==> config.mk <==
export PLATFORM = sky130hd
export DESIGN_NAME = instr_fetch_unit
export DESIGN_NICKNAME = d
export VERILOG_FILES = /design/src/rtl/instr_fetch_unit.sv
export SDC_FILE = /design/constraint.sdc
export NUM_CORES = 1
export LEC_CHECK = 0
export ABC_AREA = 1
export CAP_MARGIN = 15
export CELL_PAD_IN_SITES_DETAIL_PLACEMENT = 0
export CELL_PAD_IN_SITES_GLOBAL_PLACEMENT = 2
export CORE_ASPECT_RATIO = 1.25
export CORE_MARGIN = 2
export CORE_UTILIZATION = 37
export DETAILED_ROUTE_END_ITERATION = 8
export PLACE_DENSITY_LB_ADDON = 0.1
export SYNTH_ARGS = -nofsm -noshare
export SYNTH_HDL_FRONTEND = slang
export SYNTH_SLANG_ARGS = --single-unit
==> constraint.sdc <==
create_clock -name clk -period 4.54 [get_ports clk]
set_input_delay 0.454 -clock clk [delete_from_list [all_inputs] [get_ports clk]]
set_output_delay 0.454 -clock clk [all_outputs]
set_load 0.05 [all_outputs]
==> src/rtl/instr_fetch_unit.sv <==
// instr_fetch_unit: owns the PC, issues word fetches over req/gnt/rvalid,
// tags returns with their PC in an in-order queue and buffers them in a small
// FIFO for decode. Branch/jump redirects flush the buffer and drop the
// responses of any requests still in flight.
// Optional build macro: FETCH_MISALIGN_CHECK_EN adds the sticky fetch_misalign
// output and a FAULT state that halts fetch after a misaligned redirect.
module instr_fetch_unit #(
  parameter logic [31:0] RESET_PC        = 32'h0000_0000,
  parameter int          FIFO_DEPTH      = 4,
  parameter int          MAX_OUTSTANDING = 2
) (
  input  logic        clk,
  input  logic        rst_n,
  output logic        imem_req,
  output logic [31:0] imem_addr,
  input  logic        imem_gnt,
  input  logic        imem_rvalid,
  input  logic [31:0] imem_rdata,
  input  logic        redirect_valid,
  input  logic [31:0] redirect_pc,
  output logic        instr_valid,
  input  logic        instr_ready,
  output logic [31:0] instr_data,
  output logic [31:0] instr_pc
`ifdef FETCH_MISALIGN_CHECK_EN
  ,
  output logic        fetch_misalign
`endif
);
  localparam int PW = $clog2(FIFO_DEPTH);
  localparam int CW = $clog2(FIFO_DEPTH + 1);
  localparam int OW = $clog2(MAX_OUTSTANDING + 1);
  localparam int TW = (MAX_OUTSTANDING > 1) ? $clog2(MAX_OUTSTANDING) : 1;

  typedef struct packed {
    logic [31:0] pc;
    logic [31:0] data;
  } fetch_entry_t;

`ifdef FETCH_MISALIGN_CHECK_EN
  typedef enum logic [1:0] {BOOT, FETCH, HOLD, FAULT} state_e;
`else
  typedef enum logic [1:0] {BOOT, FETCH, HOLD} state_e;
`endif

  state_e        state_q, state_d;
  logic [31:0]   pc_q, pc_d;
  logic [OW-1:0] out_q, out_d;
  logic [OW-1:0] drop_q, drop_d;
  logic [CW-1:0] cnt_q, cnt_d;
  logic [PW-1:0] rptr_q, rptr_d, wptr_q, wptr_d;
  logic [TW-1:0] trptr_q, trptr_d, twptr_q, twptr_d;

  fetch_entry_t  fifo_mem [FIFO_DEPTH];
  logic [31:0]   tag_mem  [MAX_OUTSTANDING];

  logic gnt_ok, rv_ok, push, pop, redir, credit_ok, misalign_redir;

  function automatic logic [TW-1:0] tag_inc(input logic [TW-1:0] p);
    return (p == TW'(MAX_OUTSTANDING - 1)) ? '0 : p + TW'(1);
  endfunction

  // Credit counts buffered entries plus every in-flight request (dropped
  // ones included), so a returning response always finds a free slot.
  assign credit_ok = (32'(cnt_q) + 32'(out_q)) < 32'(FIFO_DEPTH);
  assign imem_req  = (state_q == FETCH) && credit_ok && (out_q < OW'(MAX_OUTSTANDING));
  assign imem_addr = pc_q;

  assign instr_valid = (cnt_q != '0);
  assign instr_data  = instr_valid ? fifo_mem[rptr_q].data : '0;
  assign instr_pc    = instr_valid ? fifo_mem[rptr_q].pc   : '0;

  assign gnt_ok = imem_req && imem_gnt;
  // A response with nothing in flight is a protocol error and is ignored.
  assign rv_ok  = imem_rvalid && (out_q != '0);

`ifdef FETCH_MISALIGN_CHECK_EN
  logic misalign_q, misalign_d;
  assign redir          = redirect_valid && (state_q != FAULT);
  assign misalign_redir = redir && (redirect_pc[1:0] != 2'b00);
  assign fetch_misalign = misalign_q;
`else
  assign redir          = redirect_valid;
  assign misalign_redir = 1'b0;
`endif

  // Redirect wins: nothing from the flushed path is pushed or popped that cycle.
  assign push = rv_ok && (drop_q == '0) && !redir;
  assign pop  = instr_valid && instr_ready && !redir;

  // Next-state logic: BOOT lasts one cycle, FETCH/HOLD follow credit.
  always_comb begin
    state_d = state_q;
    case (state_q)
      BOOT:    state_d = FETCH;
      FETCH:   if (!credit_ok) state_d = HOLD;
      HOLD:    if (credit_ok)  state_d = FETCH;
      default: state_d = state_q;
    endcase
    if (redir) state_d = FETCH;
`ifdef FETCH_MISALIGN_CHECK_EN
    if (misalign_redir) state_d = FAULT;
`endif
  end

  // Datapath next values: pc, in-flight/drop counters, tag queue, FIFO pointers.
  always_comb begin
    pc_d    = pc_q;
    out_d   = out_q;
    drop_d  = drop_q;
    cnt_d   = cnt_q;
    rptr_d  = rptr_q;
    wptr_d  = wptr_q;
    trptr_d = trptr_q;
    twptr_d = twptr_q;
`ifdef FETCH_MISALIGN_CHECK_EN
    misalign_d = misalign_q | misalign_redir;
`endif
    // The tag queue is never flushed: dropped responses still consume tags.
    if (gnt_ok) twptr_d = tag_inc(twptr_q);
    if (rv_ok)  trptr_d = tag_inc(trptr_q);
    out_d = out_q + OW'(gnt_ok) - OW'(rv_ok);
    if (gnt_ok) pc_d = pc_q + 32'd4;
    if (rv_ok && (drop_q != '0)) drop_d = drop_q - OW'(1);
    if (push) wptr_d = wptr_q + PW'(1);
    if (pop)  rptr_d = rptr_q + PW'(1);
    cnt_d = cnt_q + CW'(push) - CW'(pop);
    if (redir) begin
      pc_d   = redirect_pc & 32'hFFFF_FFFC;
      cnt_d  = '0;
      rptr_d = '0;
      wptr_d = '0;
      // Everything still in flight after this edge belongs to the old path.
      // Only an accepted response is subtracted, so this cannot underflow.
      drop_d = out_q + OW'(gnt_ok) - OW'(rv_ok);
    end
  end

  // State registers, cleared asynchronously.
  always_ff @(posedge clk or negedge rst_n) begin
    if (!rst_n) begin
      state_q <= BOOT;
      pc_q    <= RESET_PC;
      out_q   <= '0;
      drop_q  <= '0;
      cnt_q   <= '0;
      rptr_q  <= '0;
      wptr_q  <= '0;
      trptr_q <= '0;
      twptr_q <= '0;
`ifdef FETCH_MISALIGN_CHECK_EN
      misalign_q <= 1'b0;
`endif
    end else begin
      state_q <= state_d;
      pc_q    <= pc_d;
      out_q   <= out_d;
      drop_q  <= drop_d;
      cnt_q   <= cnt_d;
      rptr_q  <= rptr_d;
      wptr_q  <= wptr_d;
      trptr_q <= trptr_d;
      twptr_q <= twptr_d;
`ifdef FETCH_MISALIGN_CHECK_EN
      misalign_q <= misalign_d;
`endif
    end
  end

  // Storage arrays: contents are only observed through valid pointers.
  always_ff @(posedge clk) begin
    if (push)   fifo_mem[wptr_q] <= '{pc: tag_mem[trptr_q], data: imem_rdata};
    if (gnt_ok) tag_mem[twptr_q] <= pc_q;
  end

endmodule

# After elaboration in Yosys (flattened, before gate mapping)
# Memory sizes are Yosys's and may differ from the RTL's.
# Index checks and enable logic that the tools add are counted.
dict set report totals {
  out_inout_bits 98
  wordCells 70
  memories 2
  regBits 47
  input_bits 70
  mem_bits_rw 320
}
dict set report op_classes {
  muxes 21
  n_reduce_logical 21
  eq_ne 4
  order_cmp 2
  n_addsub 11
}
# name words word_bits rd rd_ports_with_merged_regs wr line
set mem_list {}
lappend mem_list {fifo_mem 4 64 1 0 1 54} ;# fetch_entry_t fifo_mem [FIFO_DEPTH];
lappend mem_list {tag_mem 2 32 1 0 1 55} ;# logic [31:0] tag_mem [MAX_OUTSTANDING];
# operator count
set op_table {}
lappend op_table {{two-way mux 32 bit} 4}
lappend op_table {{adder 32 x 3 -> 32 bit (second input constant)} 1}
lappend op_table {{two-way mux 2 bit} 9}
lappend op_table {{nonzero test 2 bit} 6}
lappend op_table {{logical AND 1 bit} 9}
lappend op_table {{two-way mux 1 bit} 6}
lappend op_table {{!= test 3 bit (second input constant)} 2}
lappend op_table {{case mux 2 bit (3 select lines)} 1}
lappend op_table {{adder 2 x 1 -> 2 bit (second input constant)} 2}
lappend op_table {{adder 3 x 2 -> 4 bit} 1}
lappend op_table {{logical NOT 2 bit} 2}
lappend op_table {{< comparator 4 x 3 -> 1 bit (second input constant)} 1}
lappend op_table {{nonzero test 4 bit} 1}
lappend op_table {{adder 3 x 1 -> 3 bit} 1}
lappend op_table {{two-way mux 3 bit} 1}
lappend op_table {{AND reduction 3 bit} 1}
lappend op_table {{nonzero test 3 bit} 1}
lappend op_table {{subtractor 3 x 1 -> 3 bit} 1}
lappend op_table {{adder 1 bit (second input constant)} 2}
lappend op_table {{adder 2 x 1 -> 2 bit} 1}
lappend op_table {{== test 2 x 1 -> 1 bit (second input constant)} 1}
lappend op_table {{== test 2 bit (second input constant)} 1}
lappend op_table {{< comparator 2 bit (second input constant)} 1}
lappend op_table {{subtractor 2 x 1 -> 2 bit} 1}
lappend op_table {{2 further kinds} 2}

# Longest topological paths before layout
dict set report depth {
  depth_word 8
  mapped_depth 13
  ltp_nobuf 12
}

# Least setup slack after synthesis
# OpenSTA, ideal clock, no wires.
dict set report synth_path {
  path_type {input to register}
  startpoint {input port redirect_valid}
  endpoint {memory fifo_mem[0][0] in the netlist's numbering (enable)}
  required_time_ns 4.058
  setup_ns 0.482
  setup_slack_ns 0.586
  t_arrival_ns 3.472
  n_path_buf 1
  path_stages 4
  cell_sequence {inv_1 -> buf_2 -> nand3_1 -> nor2_1}
}
dict set report synth_via {
  elab_chain_cells 4
}
# item line
set synth_lines {}
lappend synth_lines {{start: declaration} 19} ;# input logic redirect_valid,
lappend synth_lines {{logical NOT 1 bit} 88} ;# assign push = rv_ok && (drop_q == '0) && !redir;
lappend synth_lines {{logical AND 1 bit} 88}
lappend synth_lines {{two-way mux 1 bit} 172} ;# if (push) fifo_mem[wptr_q] <= '{pc: tag_mem[trptr_q], data: imem_rdata};
lappend synth_lines {{two-way mux 1 bit (implied by the code)} 172}
lappend synth_lines {{end: declaration} 54}
# No other way between the ends.

# Worst setup path after layout
dict set report layout_path {
  startpoint {register rptr_q[0]}
  endpoint {output port instr_pc[14]}
}
dict set report layout_via {
  elab_chain_cells 2
}
# item line
set layout_lines {}
lappend layout_lines {{start: declaration} 51} ;# logic [PW-1:0] rptr_q, rptr_d, wptr_q, wptr_d;
lappend layout_lines {{start signal: assignment} 160} ;# rptr_q <= rptr_d;
lappend layout_lines {{memory read (4 x 64 bit)} --}
lappend layout_lines {{two-way mux 32 bit} 71} ;# assign instr_pc = instr_valid ? fifo_mem[rptr_q].pc : '0;
lappend layout_lines {{end: declaration} 24} ;# output logic [31:0] instr_pc
# No other way between the ends.

==> results.sh <==
export IMPL_outcome="complete, no violations"
export IMPL_floorplan_initialDensity_pct=37.4
export IMPL_dieArea_um2=41900
export IMPL_fmax_mhz=278
export IMPL_hold_viol=0
export IMPL_synth_seq_cells=353
export IMPL_drive_above_1_share_pct=5.97
export IMPL_synth_compound_area_share_pct=7.02
export IMPL_reg2reg_depth=12
export IMPL_path_delay_family="buffers and inverters"
export IMPL_io_pins=168
export IMPL_grt_pass1_vias=9679
export IMPL_synth_warnings=0
export IMPL_crit_chain="buf_4 > nor2_1 > nor2_1 > o21ai_0 > a21oi_1 > clkdlybuf4s50_1"
export IMPL_tns_ns=0
export IMPL_cts_setup_buffers=0
export IMPL_slew_headroom_pct=35.3
export IMPL_yosys_area_top_type_share_pct=62.0
export IMPL_crit_slowest_cell="clkdlybuf4s50_1"
export IMPL_rsz0062_at_grt="false"
export IMPL_drc_errors=0
export IMPL_drt_iter0_drc=552
export IMPL_critPathMaxFanout=77
export IMPL_critPathKind="flop to output port"
export IMPL_track_usage_pct=16.8
export IMPL_yosysUniqueCellTypes=29
export IMPL_io_buffers=161
export IMPL_htreeDepth=2
export IMPL_fin_ws_ns=0.944
export IMPL_synth_top_area_cell="edfxtp_1"
export IMPL_cts_resized=0
export IMPL_critPathMaxStageDelay_ns=0.87
export IMPL_postRouteAntennaNets=0
export IMPL_diodes=0
export IMPL_clock_latency_ns=0.53
export IMPL_holdBufCountCts=0
export IMPL_gp_congestion=0.737
export IMPL_worst_pin_slew_ns=0.970
export IMPL_fin_nets=1618
export IMPL_final_cells=2062
export IMPL_cts_tree="built"
export IMPL_clock_sinks=353
export IMPL_die_h_um=228
export IMPL_area_growth_pct=22.6
export IMPL_clk_pin_slew_ns=0.06
export IMPL_grt_overflow_total=0
export IMPL_synth_seq_area_share_pct=69.6
export IMPL_synth_simple_area_share_pct=17.6
export IMPL_wl_per_cell_um=17.1
export IMPL_r2r_end="cnt_q[2]"
export IMPL_grt_pass1_wl_um=54400
export IMPL_dp_hpwl_um=21200
export IMPL_antenna_found_initial=0
export IMPL_cellPowerDensity_nw_per_um2=625
export IMPL_holdWs_ns=0.0329
export IMPL_crit_arrival_ns=3.14
export IMPL_dieWidth_um=184
export IMPL_drv_cap=0
export IMPL_muxShareOfSynthArea_pct=0
export IMPL_dp_slack_ns=1.34
export IMPL_cts_buffers=38
export IMPL_totalWireLength_um=35300
export IMPL_synthCells=1375
export IMPL_syn_area_per_cell_um2=10.8
export IMPL_placed_cells_incl_taps=1997
export IMPL_cp_required_ns=4.09
export IMPL_grt_max_degree=78
export IMPL_r2r_start="cnt_q[1]"
export IMPL_setup_viol=0
export IMPL_fillCellCount=3724
export IMPL_start_kind="flop"
export IMPL_fin_worst_skew_ns=0.0228
export IMPL_finalCriticalPeriod_ns=3.60
export IMPL_synth_xor_area_share_pct=0.822
export IMPL_ir_drop_mv=0.292
export IMPL_maxSlewViolCount=0
export IMPL_end_kind="output port"
export IMPL_synth_top_family_by_area="simple AND/OR/NAND/NOR gates"
export IMPL_r2r_slack_ns=1.67
export IMPL_vias=9892
export IMPL_crit_buf_inv=2
export IMPL_dr_pass1_iters=4
export IMPL_hold_path_class="input pin to async pin"
export IMPL_clk_path_buf_depth=3
export IMPL_core_um2=39900
export IMPL_synth_top_cells_by_area="edfxtp_1 (62%), nor2_1 (7.6%), dfrtp_1 (7.6%)"
export IMPL_via_per_inst=4.80
export IMPL_synth_adder_area_share_pct=1.31
export IMPL_root_buffer="clkbuf_16"
export IMPL_crit_top_cell="nor2_1"
export IMPL_syn_area_um2=14900
export IMPL_num_rows=82
export IMPL_total_leakage_power_uw=0.00670
export IMPL_finalCritPeriodShare_pct=79.2
export IMPL_power_uw=11400
## worst max path at each step
| stage | slack, ns | to | start | depth (start not counted) |
|---|---|---|---|---|
| detailed placement | 1.34 | fifo_mem[2][27] | redirect_valid | 6 |
| floorplan | 0.59 | fifo_mem[0][0] | redirect_valid | 4 |
| global placement | 1.35 | fifo_mem[2][27] | redirect_valid | 6 |
| CTS | 0.83 | instr_pc[14] | rptr_q[1] | 6 |
| global route | 0.71 | instr_pc[14] | rptr_q[0] | 6 |
| finish | 0.94 | instr_pc[14] | rptr_q[0] | 6 |
## cell usage after synthesis
| library cell | number |
|---|---|
| o21bai_1 | 3 |
| inv_2 | 3 |
| buf_6 | 2 |
| buf_4 | 7 |
| buf_1 | 4 |
| or2_2 | 2 |
| edfxtp_1 | 308 |
| o21ai_0 | 136 |
| conb_1 | 1 |
| nor2_4 | 1 |
| a21oi_1 | 64 |
| nand4_2 | 1 |
| dfrtp_1 | 45 |
| clkbuf_1 | 29 |
| nand4_1 | 1 |
| nor3_4 | 1 |
| nor2_1 | 301 |
| nand3b_1 | 8 |
| fa_1 | 1 |
| o211ai_1 | 2 |
| a21oi_2 | 1 |
| nor2_2 | 4 |
| xnor2_1 | 7 |
| xor2_1 | 7 |
| ha_1 | 14 |
| nand2_1 | 291 |
| inv_1 | 54 |
| nand3_1 | 52 |
| buf_2 | 25 |
## stage by stage
stage / util [%] / cell area (um^2)
4_1_cts: 45.8 / 18300
3_3_place_gp: 42.9 / 17100
6_report: 45.8 / 18300
5_1_grt: 45.8 / 18300
3_5_place_dp: 42.9 / 17100
2_1_floorplan: - / 14900
## worst register-to-register path, cell delays in order (launching register included)
cell	delay, ns
dfrtp_1	0.43
or2_2	0.33
nor2_4	0.54
nor2_1	0.14
inv_1	0.14
nor2_1	0.05
ha_1	0.30
inv_1	0.05
ha_1	0.12
inv_1	0.04
fa_1	0.37
xor2_1	0.16
nor2_1	0.05
## sequential cells by signal (all words and copies together) (netlist names)
| register | count |
|---|---|
| twptr_q | 1 |
| state_q | 2 |
| trptr_q | 1 |
| tag_mem | 60 |
| wptr_q | 2 |
| out_q | 2 |
| cnt_q | 3 |
| fifo_mem | 248 |
| rptr_q | 2 |
| imem_addr | 30 |
| drop_q | 2 |
## power by group
part / total, uW / leakage (uW) / internal, uW / switching (uW)
sequential: 4280 / 0.00334 / 4050 / 230
combinational: 4220 / 0.00280 / 1220 / 3000
clock: 2920 / 0.000565 / 1710 / 1210
## layout by cell type (no fill, tap or decap), types with 2 or more instances in the layout
| master | instances |
|---|---|
| clkbuf_16 | 39 |
| a21oi_1 | 64 |
| ha_1 | 14 |
| bufinv_16 | 2 |
| inv_1 | 54 |
| nand3_1 | 52 |
| xor2_1 | 7 |
| nor2_1 | 295 |
| clkbuf_1 | 10 |
| nand2_1 | 291 |
| xnor2_1 | 7 |
| buf_4 | 15 |
| or2_2 | 2 |
| clkdlybuf4s50_1 | 160 |
| conb_1 | 4 |
| nor2_4 | 7 |
| buf_12 | 6 |
| o21ai_0 | 136 |
| inv_2 | 2 |
| dfrtp_1 | 43 |
| inv_6 | 2 |
| edfxtp_1 | 308 |
| o211ai_1 | 2 |
| clkinv_1 | 5 |
| nor2_2 | 4 |
| nand3b_1 | 8 |
| clkinv_2 | 5 |
| o21bai_1 | 3 |
## layout make-up
class                           instances  area, um^2  area share [%]
Sequential cell                       353       10400            56.8
Multi-Input combinational cell        901        4050            22.2
Timing Repair Buffer                  182        1840            10.1
Clock buffer                           50        1030            5.62
Tap cell                              504         631            3.45
Inverter                               57         215            1.18
Clock inverter                         15         133           0.726
## logic make-up (layout without fill, tap and decap cells)
kind of cell / count (synthesis) / after routing
compound gates: 206 / 206
flops: 353 / 353
simple gates: 662 / 662
xor+xnor: 14 / 14
other cells: 1 / 4
fa+ha+maj: 15 / 15
buf+inv: 124 / 304
## metal layers
layer | vias up | wire (um) | global-route usage [%]
met1 | 4662 | 14800 | 20.8
met4 | 0 | 955 | 5.60
met2 | 221 | 17900 | 29.6
met3 | 51 | 1610 | 2.82
met5 | - | 0 | 0
li1 | 4958 | - | -
No activity file was read; power rests on OpenSTA's default activity.
